## config.mk

```make
export PLATFORM = sky130hd
export DESIGN_NAME = uart_tx_arbiter
export DESIGN_NICKNAME = d
export VERILOG_FILES = /design/src/rtl/uart_arb_pkg.sv /design/src/rtl/rr_pick.sv /design/src/rtl/uart_tx_arbiter.sv
export SDC_FILE = /design/constraint.sdc
export NUM_CORES = 1
export LEC_CHECK = 0
export CAP_MARGIN = 0
export CORE_UTILIZATION = 35
export DETAILED_ROUTE_END_ITERATION = 10
export GPL_ROUTABILITY_DRIVEN = 1
export PLACE_DENSITY = 0.76
export SYNTH_ARGS = -nofsm -noshare
export SYNTH_HDL_FRONTEND = slang
export SYNTH_SLANG_ARGS = --single-unit
```

## constraint.sdc

```tcl
create_clock -name clk -period 2.65 [get_ports clk]
set_input_delay 0.53 -clock clk [delete_from_list [all_inputs] [get_ports clk]]
set_output_delay 0.53 -clock clk [all_outputs]
set_load 0.005 [all_outputs]
```

## src/rtl/uart_arb_pkg.sv

```systemverilog
// Shared constants and FSM encoding for the uart_tx request arbiter.
package uart_arb_pkg;

   localparam int BYTE_W          = 8;
   localparam int TIMEOUT_CYC_DEF = 20000;

   typedef enum logic [1:0] {
      IDLE      = 2'd0,
      LAUNCH    = 2'd1,
      WAIT_DONE = 2'd2
   } arb_state_t;

endpackage

```

## src/rtl/rr_pick.sv

```systemverilog
// Round-robin picker: first set valid bit strictly after index 'last', wrapping.
module rr_pick #(
   parameter int N = 4
) (
   input  logic [N-1:0]         valid,
   input  logic [$clog2(N)-1:0] last,
   output logic [N-1:0]         grant,
   output logic [$clog2(N)-1:0] idx,
   output logic                 hit
);

   localparam int IW = $clog2(N);

   logic [N-1:0] rot;
   int           off;
   int           sum;

   always_comb begin
      // Doubling the vector turns the wrap-around rotate into a plain shift.
      rot = N'({valid, valid} >> (int'(last) + 1));
      off = 0;
      hit = 1'b0;
      for (int k = N - 1; k >= 0; k--) begin
         if (rot[k]) begin
            off = k;
            hit = 1'b1;
         end
      end
      sum = int'(last) + 1 + off;
      if (sum >= N) sum = sum - N;
      idx   = IW'(sum);
      grant = hit ? (N'(1) << idx) : '0;
   end

endmodule

```

## src/rtl/uart_tx_arbiter.sv

```systemverilog
// Shares one uart_tx between NUM_REQ byte producers: round-robin grant,
// launch, completion wait with a hung-transmitter timeout.
module uart_tx_arbiter
   import uart_arb_pkg::*;
#(
   parameter int NUM_REQ     = 4,
   parameter int TIMEOUT_CYC = TIMEOUT_CYC_DEF
) (
   input  logic                       clk,
   input  logic                       sw_reset,
   input  logic [NUM_REQ-1:0]         req_valid,
   input  logic [BYTE_W*NUM_REQ-1:0]  req_data,
   output logic [NUM_REQ-1:0]         req_ready,
   input  logic                       tx_busy,
   input  logic                       tx_done,
   output logic                       tx_start,
   output logic [BYTE_W-1:0]          tx_data,
   output logic [$clog2(NUM_REQ)-1:0] grant_id,
   output logic                       arb_busy,
   output logic                       err_timeout
);

   localparam int            IW      = $clog2(NUM_REQ);
   localparam int            CW      = $clog2(TIMEOUT_CYC);
   localparam logic [CW-1:0] CNT_MAX = CW'(TIMEOUT_CYC - 1);

   arb_state_t         state;
   arb_state_t         state_nxt;
   logic [IW-1:0]      last_grant;
   logic [NUM_REQ-1:0] pick_grant;
   logic [IW-1:0]      pick_idx;
   logic               pick_hit;
   logic [CW-1:0]      cnt;
   logic               timeout_hit;

   rr_pick #(.N(NUM_REQ)) u_pick (
      .valid (req_valid),
      .last  (last_grant),
      .grant (pick_grant),
      .idx   (pick_idx),
      .hit   (pick_hit)
   );

   always_ff @(posedge clk or posedge sw_reset) begin
      if (sw_reset) state <= IDLE;
      else          state <= state_nxt;
   end

   // req_ready is combinational in IDLE, so it is masked while reset is held.
   always_comb begin
      state_nxt   = state;
      req_ready   = '0;
      tx_start    = 1'b0;
      timeout_hit = 1'b0;
      case (state)
         IDLE: begin
            if (pick_hit && !sw_reset) begin
               req_ready = pick_grant;
               state_nxt = LAUNCH;
            end
         end
         LAUNCH: begin
            if (!tx_busy) begin
               tx_start  = 1'b1;
               state_nxt = WAIT_DONE;
            end
         end
         WAIT_DONE: begin
            if (tx_done) begin
               state_nxt = IDLE;
            end else if (cnt == CNT_MAX) begin
               timeout_hit = 1'b1;
               state_nxt   = IDLE;
            end
         end
         default: state_nxt = IDLE;
      endcase
   end

   assign arb_busy = (state != IDLE);

   always_ff @(posedge clk or posedge sw_reset) begin
      if (sw_reset) begin
         tx_data     <= '0;
         grant_id    <= '0;
         last_grant  <= IW'(NUM_REQ - 1);
         cnt         <= '0;
         err_timeout <= 1'b0;
      end else begin
         if (|req_ready) begin
            tx_data    <= req_data[BYTE_W*pick_idx +: BYTE_W];
            grant_id   <= pick_idx;
            last_grant <= pick_idx;
         end
         // Saturates at CNT_MAX; only tx_start restarts it.
         if (tx_start) begin
            cnt <= '0;
         end else if (state == WAIT_DONE && cnt != CNT_MAX) begin
            cnt <= cnt + CW'(1);
         end
         if (timeout_hit) err_timeout <= 1'b1;
      end
   end

endmodule

```

==> results of run 1 <==
## timing repair
item | in CTS | in global routing
endpoints found under the setup margin | 13 | 12
buffers inserted | 6 | 3
pin swaps | 7 | 7
hold endpoints to repair | 0 | 0
resized for setup | 33 | 6
## critical path, cell delays in order (launching register included)
cell and delay (ps):
sky130_fd_sc_hd__dfstp_2 550, sky130_fd_sc_hd__or2b_1 130, sky130_fd_sc_hd__a21oi_2 60, sky130_fd_sc_hd__o221ai_1 160, sky130_fd_sc_hd__o21ai_1 110, sky130_fd_sc_hd__ha_2 220
sky130_fd_sc_hd__xnor2_2 150, sky130_fd_sc_hd__or4_4 440, sky130_fd_sc_hd__buf_6 140, sky130_fd_sc_hd__nand2_4 60, sky130_fd_sc_hd__buf_6 90, sky130_fd_sc_hd__nor2_1 30
sky130_fd_sc_hd__buf_2 130
## cell usage in the layout, fill, tap and decap left out, types with 2 or more instances in the layout
master,instances
sky130_fd_sc_hd__o21a_1,3
sky130_fd_sc_hd__inv_1,4
sky130_fd_sc_hd__clkbuf_8,6
sky130_fd_sc_hd__nor2b_4,2
sky130_fd_sc_hd__buf_6,4
sky130_fd_sc_hd__nand2_1,22
sky130_fd_sc_hd__xor2_1,5
sky130_fd_sc_hd__nand3_1,13
sky130_fd_sc_hd__buf_2,4
sky130_fd_sc_hd__o311ai_1,6
sky130_fd_sc_hd__dfstp_2,2
sky130_fd_sc_hd__or3_1,3
sky130_fd_sc_hd__a21oi_2,3
sky130_fd_sc_hd__and4_1,2
sky130_fd_sc_hd__mux2i_1,2
sky130_fd_sc_hd__dlygate4sd2_1,2
sky130_fd_sc_hd__a22oi_1,15
sky130_fd_sc_hd__o21ai_0,14
sky130_fd_sc_hd__buf_4,34
sky130_fd_sc_hd__o21ai_1,2
sky130_fd_sc_hd__nor2_1,14
sky130_fd_sc_hd__clkdlybuf4s50_1,48
sky130_fd_sc_hd__a211o_1,7
sky130_fd_sc_hd__nor4b_1,2
sky130_fd_sc_hd__nand4_1,6
sky130_fd_sc_hd__and3_1,3
sky130_fd_sc_hd__a21oi_1,6
sky130_fd_sc_hd__dfrtp_1,28
sky130_fd_sc_hd__nor2b_1,2
sky130_fd_sc_hd__nor3_1,2
sky130_fd_sc_hd__and2_1,3
sky130_fd_sc_hd__nand2b_1,3
## kinds of logic after synthesis
family / after synthesis / synth area share
flip-flops: 30 / 0.411
XOR/XNOR: 6 / 0.0286
multiplexers: 2 / 0.0109
adder cells (fa/ha/maj): 3 / 0.0205
AND/OR/NAND/NOR: 87 / 0.250
buffers and inverters: 14 / 0.0382
AO/OA/AOI/OAI: 62 / 0.241
## through the flow
step                      setup TNS, ps  power, uW  hold slack [ps]
final                             -1670       3140              492
after global routing              -2100       3350              515
after CTS                         -1840       3000              496
after detailed placement          -8620       2480              481
after global placement            -7330       2440              469
after floorplan                    -272       1740              466
## per-layer routing
metal	vias to the layer above	wire length, um	share of wire	track usage
met5	-	0	0	0
met3	10	217	0.041	0.0379
met2	50	2550	0.49	0.322
met1	923	2360	0.45	0.268
met4	0	106	0.020	0.0839
li1	944	-	-	-
## report_power, final
group	leakage, uW	switching (uW)	internal (uW)
combinational	0.000771	972	1080
clock	0.0000472	180	208
sequential	0.000392	103	599
total	0.00121	1250	1880
## flip-flops by register name (all words and copies together), names as in the netlist
| signal | cells |
|---|---|
| cnt | 15 |
| grant_id | 2 |
| tx_data | 8 |
| err_timeout | 1 |
| state | 2 |
| last_grant | 2 |
## worst paths after layout
path                                                   to  slack, ps  depth (start not counted)
worst max-delay path                         req_ready[2]       -440                         12
worst min-delay path              grant_id[0]$_DFFE_PP0P_        490                          1
worst max register to register     tx_data[0]$_DFFE_PP0P_         60                         11
worst min register to register    grant_id[0]$_DFFE_PP0P_        490                          1
max in group asynchronous       last_grant[1]$_DFFE_PP1P_       1630                          3
min in group asynchronous              cnt[4]$_DFFE_PP0P_        690                          3
## cell type report
| class | count | area share |
|---|---|---|
| multi-input cells | 160 | 0.377 |
| flip-flops and latches | 30 | 0.263 |
| well taps | 67 | 0.0293 |
| clock inverters | 2 | 0.00438 |
| clock buffers | 6 | 0.0289 |
| repair buffers | 93 | 0.290 |
| inverters | 5 | 0.00656 |
==> metrics.txt, run 1 <==
# TYPE chip_impl_metric gauge
chip_impl_metric{name="ctsLongestPathBuffers",unit=""} 2
chip_impl_info{name="post-synth-top-area-cell",value="sky130_fd_sc_hd__dfrtp_1"} 1
chip_impl_metric{name="fp.coreArea",unit="um2"} 4880
chip_impl_info{name="synthTopCellsByArea",value="sky130_fd_sc_hd__dfrtp_1, sky130_fd_sc_hd__a22oi_1, sky130_fd_sc_hd__nand2_1"} 1
chip_impl_metric{name="slew_viol_final",unit=""} 0
chip_impl_metric{name="synth-seq-cells",unit=""} 30
chip_impl_metric{name="synth_top_cell_area_share",unit=""} 0.382
chip_impl_metric{name="synth_sequential_area_ratio",unit=""} 0.411
chip_impl_metric{name="layout-drive-gt1-share",unit=""} 0.236
chip_impl_metric{name="fin_crit_sh",unit=""} 1.17
chip_impl_info{name="setup_repair_after_global_routing_missed_its_margin",value="true"} 1
chip_impl_metric{name="antennaDiodeCount",unit=""} 0
chip_impl_info{name="cts_root_buffer",value="sky130_fd_sc_hd__clkbuf_8"} 1
chip_impl_metric{name="synth.yosys.warnings",unit=""} 0
chip_impl_metric{name="antenna_found_initial",unit=""} 0
chip_impl_metric{name="post-route-cell-area",unit="um2"} 2860
chip_impl_metric{name="routed_len_inst",unit="um"} 14.4
chip_impl_info{name="synth.top_cells.by_count",value="sky130_fd_sc_hd__dfrtp_1, sky130_fd_sc_hd__nand2_1, sky130_fd_sc_hd__o21ai_0, sky130_fd_sc_hd__a22oi_1, sky130_fd_sc_hd__nor2_1"} 1
chip_impl_metric{name="post_synth_num_cell_types",unit=""} 43
chip_impl_metric{name="postRouteWirelength",unit="mm"} 5.24
chip_impl_info{name="synthMostInstantiatedCell",value="sky130_fd_sc_hd__dfrtp_1"} 1
chip_impl_metric{name="worstPathRequired",unit="ps"} 2120
chip_impl_info{name="run_status",value="complete, but fails checks"} 1
chip_impl_metric{name="postSynthNetCount",unit=""} 247
chip_impl_metric{name="avgSynthCellArea",unit="um2"} 8.99
chip_impl_metric{name="cts-htree-levels",unit=""} 2
chip_impl_info{name="hold_wc_path_type",value="reg2reg"} 1
chip_impl_metric{name="placedCellCount",unit=""} 347
chip_impl_metric{name="path_clk_slew",unit="ps"} 60
chip_impl_metric{name="fin_util",unit=""} 0.586
chip_impl_info{name="cts_tree",value="yes"} 1
chip_impl_metric{name="area_growth",unit="%"} 55.9
chip_impl_metric{name="maxCapViolations",unit=""} 0
chip_impl_metric{name="total_leakage_power",unit="uW"} 0.00121
chip_impl_metric{name="drtPass1Iterations",unit=""} 5
chip_impl_metric{name="power-per-cell-area",unit="nW/um2"} 1100
chip_impl_metric{name="worst-path-max-fanout",unit=""} 4
chip_impl_metric{name="placement.cell_area",unit="um2"} 2660
chip_impl_metric{name="residual_drc_count",unit=""} 0
chip_impl_metric{name="post-route-worst-setup-slack",unit="ps"} -438
chip_impl_info{name="worst_r2r_startpoint",value="last_grant[1]$_DFFE_PP1P_"} 1
chip_impl_metric{name="dp.final_hpwl",unit="mm"} 3.70
chip_impl_info{name="worstSetupPathType",value="reg2out"} 1
chip_impl_metric{name="timing.max_slew.rel_slack",unit=""} 0.673
chip_impl_metric{name="layout.cells.non_filler",unit=""} 363
chip_impl_metric{name="residual_antenna_violating_net_count_after_detailed_routing",unit=""} 0
chip_impl_metric{name="multi_input_area",unit="um2"} 1080
chip_impl_metric{name="gpl.final_weighted_congestion",unit=""} 0.793
chip_impl_metric{name="syn_std_cell_area",unit="um2"} 1830
chip_impl_metric{name="clock_insertion_delay_at_the_later_pin_of_the_skew_report",unit="ps"} 290
chip_impl_metric{name="fmaxAchievable",unit="GHz"} 0.324
chip_impl_metric{name="largest_net_degree_at_the_start_of_global_routing",unit=""} 31
chip_impl_metric{name="count_of_flip_flops_with_a_built_in_enable_after_synthesis",unit=""} 0
chip_impl_metric{name="die-height",unit="um"} 74.4
chip_impl_metric{name="min_period",unit="ps"} 3090
chip_impl_metric{name="track_usage",unit=""} 0.201
chip_impl_metric{name="grt-ovfl-total",unit=""} 0
chip_impl_metric{name="final_net_count",unit=""} 338
chip_impl_metric{name="fp.dieArea",unit="um2"} 5530
chip_impl_metric{name="cp.arrival",unit="ps"} 2560
chip_impl_metric{name="fin_skew",unit="ps"} 7.31
chip_impl_metric{name="grt_pass1_vias",unit=""} 1847
chip_impl_metric{name="grt_pass1_wl",unit="mm"} 8.48
chip_impl_metric{name="io_pins",unit=""} 57
chip_impl_metric{name="gate_count_after_technology_mapping",unit=""} 204
chip_impl_metric{name="fillCellCount",unit=""} 449
chip_impl_info{name="ys_dominant_reg_cell",value="sky130_fd_sc_hd__dfrtp_1"} 1
chip_impl_metric{name="postCtsHoldBufs",unit=""} 0
chip_impl_info{name="nature_of_the_critical_path_endpoint",value="output port"} 1
chip_impl_info{name="cp-startpoint",value="last_grant[1]$_DFFE_PP1P_"} 1
chip_impl_metric{name="setup_viol_count_final",unit=""} 4
chip_impl_metric{name="initialDrtViolationCount",unit=""} 119
chip_impl_metric{name="preCtsSetupSlack",unit="ps"} -1070
chip_impl_metric{name="synth_async_reset_ratio",unit=""} 1.00
chip_impl_metric{name="portBuffers",unit=""} 56
chip_impl_metric{name="avgViaCountPerCell",unit=""} 5.31
chip_impl_info{name="start_kind",value="flop"} 1
chip_impl_metric{name="worst-slew-pin-transition",unit="ps"} 486
chip_impl_info{name="min-delay-start",value="grant_id[0]$_DFFE_PP0P_"} 1
chip_impl_metric{name="initial_core_util",unit=""} 0.376
chip_impl_metric{name="timing.final.hold_violations",unit=""} 0
chip_impl_metric{name="peakVddDrop",unit="uV"} 536
chip_impl_metric{name="tritoncts.num_buffers",unit=""} 5
chip_impl_metric{name="tritoncts_num_sinks",unit=""} 30
chip_impl_metric{name="standard_cell_row_count",unit=""} 25
chip_impl_metric{name="detailroute.via_count",unit=""} 1927
chip_impl_metric{name="sequential_cell_area",unit="um2"} 753
chip_impl_metric{name="die_w",unit="um"} 74.4
chip_impl_info{name="violations",value="negative setup slack"} 1
Power figures use the tool's default switching activity.
==> run 2: changes to the inputs <==
CELL_PAD_IN_SITES_DETAIL_PLACEMENT = 1   (was unset)
CELL_PAD_IN_SITES_GLOBAL_PLACEMENT = 1   (was unset)
CORE_UTILIZATION = 31   (was 35)
PLACE_DENSITY = 0.87   (was 0.76)
==> run 2 against run 1 <==
  * The run still ends with negative setup slack left
  * Clock power up 3%
  * Final cell count up 1.1%
  * Critical path type unchanged
  * Largest power group unchanged
  * Clock-buffer cell count unchanged
  * Largest cell class unchanged
  * Worst hold slack better by 7.3 ps
==> metrics.txt, run 2 (synthesized netlist as in run 1, its figures left out) <==
# TYPE chip_impl_metric gauge
chip_impl_metric{name="worst_path_largest_cell_delay",unit="ps"} 580
chip_impl_metric{name="initial_core_util",unit=""} 0.327
chip_impl_info{name="nature_of_the_critical_path_endpoint",value="output port"} 1
chip_impl_metric{name="timing.max_slew.rel_slack",unit=""} 0.706
chip_impl_metric{name="total_leakage_power",unit="uW"} 0.00122
chip_impl_metric{name="grt_pass1_vias",unit=""} 2146
chip_impl_metric{name="ctsLongestPathBuffers",unit=""} 2
chip_impl_metric{name="maxCapViolations",unit=""} 0
chip_impl_metric{name="residual_antenna_violating_net_count_after_detailed_routing",unit=""} 0
chip_impl_metric{name="path_clk_slew",unit="ps"} 80
chip_impl_metric{name="cp.arrival",unit="ps"} 2550
chip_impl_info{name="crit_path_top_delay_cell",value="sky130_fd_sc_hd__dfstp_2"} 1
chip_impl_metric{name="antennaDiodeCount",unit=""} 0
chip_impl_metric{name="layout-drive-gt1-share",unit=""} 0.268
chip_impl_metric{name="clockPowerShare",unit=""} 0.118
chip_impl_metric{name="fmaxAchievable",unit="GHz"} 0.325
chip_impl_metric{name="cellInternalPower",unit="uW"} 1930
chip_impl_metric{name="grt-ovfl-total",unit=""} 0
chip_impl_info{name="cts_root_buffer",value="sky130_fd_sc_hd__clkbuf_8"} 1
chip_impl_metric{name="post-route-worst-setup-slack",unit="ps"} -431
chip_impl_info{name="most-common-layout-cells",value="sky130_fd_sc_hd__clkdlybuf4s50_1, sky130_fd_sc_hd__buf_4, sky130_fd_sc_hd__dfrtp_1"} 1
chip_impl_info{name="hold_wc_path_type",value="reg2reg"} 1
chip_impl_metric{name="postRouteWirelength",unit="mm"} 6.87
chip_impl_metric{name="standard_cell_row_count",unit=""} 27
chip_impl_info{name="cts_tree",value="yes"} 1
chip_impl_metric{name="net_switching_power_figure",unit="uW"} 1450
chip_impl_info{name="top_register",value="cnt"} 1
chip_impl_metric{name="drtPass1Iterations",unit=""} 4
chip_impl_info{name="worstSetupPathType",value="reg2out"} 1
chip_impl_info{name="reg.largest.list",value="cnt (15), tx_data (8)"} 1
chip_impl_metric{name="fp.dieArea",unit="um2"} 6230
chip_impl_metric{name="largest_net_degree_at_the_start_of_global_routing",unit=""} 31
chip_impl_metric{name="area_growth",unit="%"} 59.8
chip_impl_info{name="run_status",value="complete, but fails checks"} 1
chip_impl_metric{name="setup_viol_count_final",unit=""} 11
chip_impl_metric{name="detailroute.via_count",unit=""} 2073
chip_impl_metric{name="tritoncts_num_sinks",unit=""} 30
chip_impl_metric{name="routed_len_inst",unit="um"} 18.7
chip_impl_metric{name="worst-path-max-fanout",unit=""} 3
chip_impl_metric{name="seqPwrFrac",unit=""} 0.212
chip_impl_metric{name="power-per-cell-area",unit="nW/um2"} 1150
chip_impl_info{name="violations",value="negative setup slack"} 1
chip_impl_metric{name="io_pins",unit=""} 57
chip_impl_metric{name="clock_insertion_delay_at_the_later_pin_of_the_skew_report",unit="ps"} 290
chip_impl_metric{name="die_w",unit="um"} 78.9
chip_impl_metric{name="totalPowerFinal",unit="uW"} 3380
chip_impl_metric{name="gpl.final_weighted_congestion",unit=""} 0.784
chip_impl_metric{name="fillCellCount",unit=""} 671
chip_impl_info{name="layout_commonest_cell",value="sky130_fd_sc_hd__clkdlybuf4s50_1"} 1
chip_impl_info{name="start_kind",value="flop"} 1
chip_impl_metric{name="placedCellCount",unit=""} 353
chip_impl_metric{name="grt_pass1_wl",unit="mm"} 10.9
chip_impl_metric{name="fp.coreArea",unit="um2"} 5610
chip_impl_metric{name="worst-slew-pin-transition",unit="ps"} 435
chip_impl_metric{name="largest_reg_flops",unit=""} 15
chip_impl_metric{name="avgViaCountPerCell",unit=""} 5.65
chip_impl_metric{name="cts-htree-levels",unit=""} 2
chip_impl_metric{name="worstPathRequired",unit="ps"} 2120
chip_impl_metric{name="final_net_count",unit=""} 337
chip_impl_metric{name="fin_crit_sh",unit=""} 1.16
chip_impl_metric{name="antenna_found_initial",unit=""} 0
chip_impl_metric{name="fin_skew",unit="ps"} 13.1
chip_impl_metric{name="timing.final.hold_violations",unit=""} 0
chip_impl_metric{name="min_period",unit="ps"} 3080
chip_impl_metric{name="slew_viol_final",unit=""} 0
chip_impl_metric{name="tritoncts.num_buffers",unit=""} 5
chip_impl_metric{name="residual_drc_count",unit=""} 0
chip_impl_metric{name="track_usage",unit=""} 0.226
chip_impl_info{name="critPathMostFrequentCell",value="sky130_fd_sc_hd__o21ai_2"} 1
chip_impl_info{name="setup_repair_after_global_routing_missed_its_margin",value="true"} 1
chip_impl_metric{name="layout.cells.non_filler",unit=""} 367
chip_impl_metric{name="portBuffers",unit=""} 56
chip_impl_metric{name="dp.final_hpwl",unit="mm"} 4.24
chip_impl_metric{name="initialDrtViolationCount",unit=""} 133
chip_impl_metric{name="die-height",unit="um"} 78.9
chip_impl_metric{name="share_comb_of_total_power",unit=""} 0.670
chip_impl_metric{name="sw_frac_of_total",unit=""} 0.428
chip_impl_info{name="crit_path_cell_trace",value="nand2b_4 -> a21oi_2 -> o21ai_2 -> o21ai_2 -> ha_4 -> xnor2_4 -> or4_4 -> buf_6 -> a21oi_4 -> buf_2"} 1
chip_impl_metric{name="peakVddDrop",unit="uV"} 521
[run 2: layer usage]
| layer | part of all wire | routed length [um] | global-route usage | vias up |
|---|---|---|---|---|
| met1 | 0.42 | 2870 | 0.282 | 1031 |
| met4 | 0.035 | 238 | 0.0964 | 0 |
| li1 | - | - | - | 949 |
| met5 | 0 | 0 | 0 | - |
| met2 | 0.50 | 3450 | 0.384 | 72 |
| met3 | 0.044 | 303 | 0.0391 | 21 |
[run 2: final timing paths]
check	startpoint	end	slack [ps]	depth (start not counted)
setup / recovery	last_grant[1]$_DFFE_PP1P_	req_ready[0]	-430	10
min in group asynchronous	sw_reset	cnt[13]$_DFFE_PP0P_	700	3
hold / removal	tx_data[6]$_DFFE_PP0P_	tx_data[6]$_DFFE_PP0P_	500	2
hold reg to reg	tx_data[6]$_DFFE_PP0P_	tx_data[6]$_DFFE_PP0P_	500	2
setup reg to reg	last_grant[1]$_DFFE_PP1P_	tx_data[4]$_DFFE_PP0P_	-100	12
max in group asynchronous	sw_reset	last_grant[0]$_DFFE_PP1P_	1620	3
[run 2: timing repair]
item | in CTS | in global routing
gates resized for setup | 36 | 15
buffers inserted | 4 | 3
setup endpoints to repair | 14 | 14
hold buffers | 0 | 0
pin swaps | 12 | 12
[run 2: critical path: cells and delay by family, from the launching register on]
kind / cells / cell delay (ps)
fa+ha+maj: 1 / 190
xor+xnor: 1 / 120
buf+inv: 2 / 280
simple gates: 2 / 600
compound gates: 4 / 480
flops: 1 / 580
[run 2: final cells by class]
cell class / instances / area, um2 / area share
sequential: 30 / 753 / 0.257
clock inverter: 2 / 12.5 / 0.00427
clock buffer: 6 / 82.6 / 0.0282
multi-input combinational: 160 / 1160 / 0.395
timing repair buffer: 92 / 816 / 0.278
inverter: 5 / 18.8 / 0.00640
tap: 72 / 90.1 / 0.0307
[run 2: through the flow]
stage,setup slack (ps),TNS [ps],cell area [um2],util,hold slack [ps]
after floorplan,-148,-272,1860,-,466
after global placement,-988,-7500,2680,0.477,468
after detailed placement,-1080,-8820,2680,0.477,476
after CTS,-506,-2390,2820,0.503,493
after global routing,-475,-2710,2930,0.523,515
final,-431,-2080,2930,0.523,499
[run 2: power by group through the flow]
stage	logic [uW]	clock network, uW	registers [uW]
2_1_floorplan	1040	0	697
3_3_place_gp	1750	0	706
5_1_grt	2420	423	731
6_report	2260	399	716
4_1_cts	1960	399	706
3_5_place_dp	1800	0	714
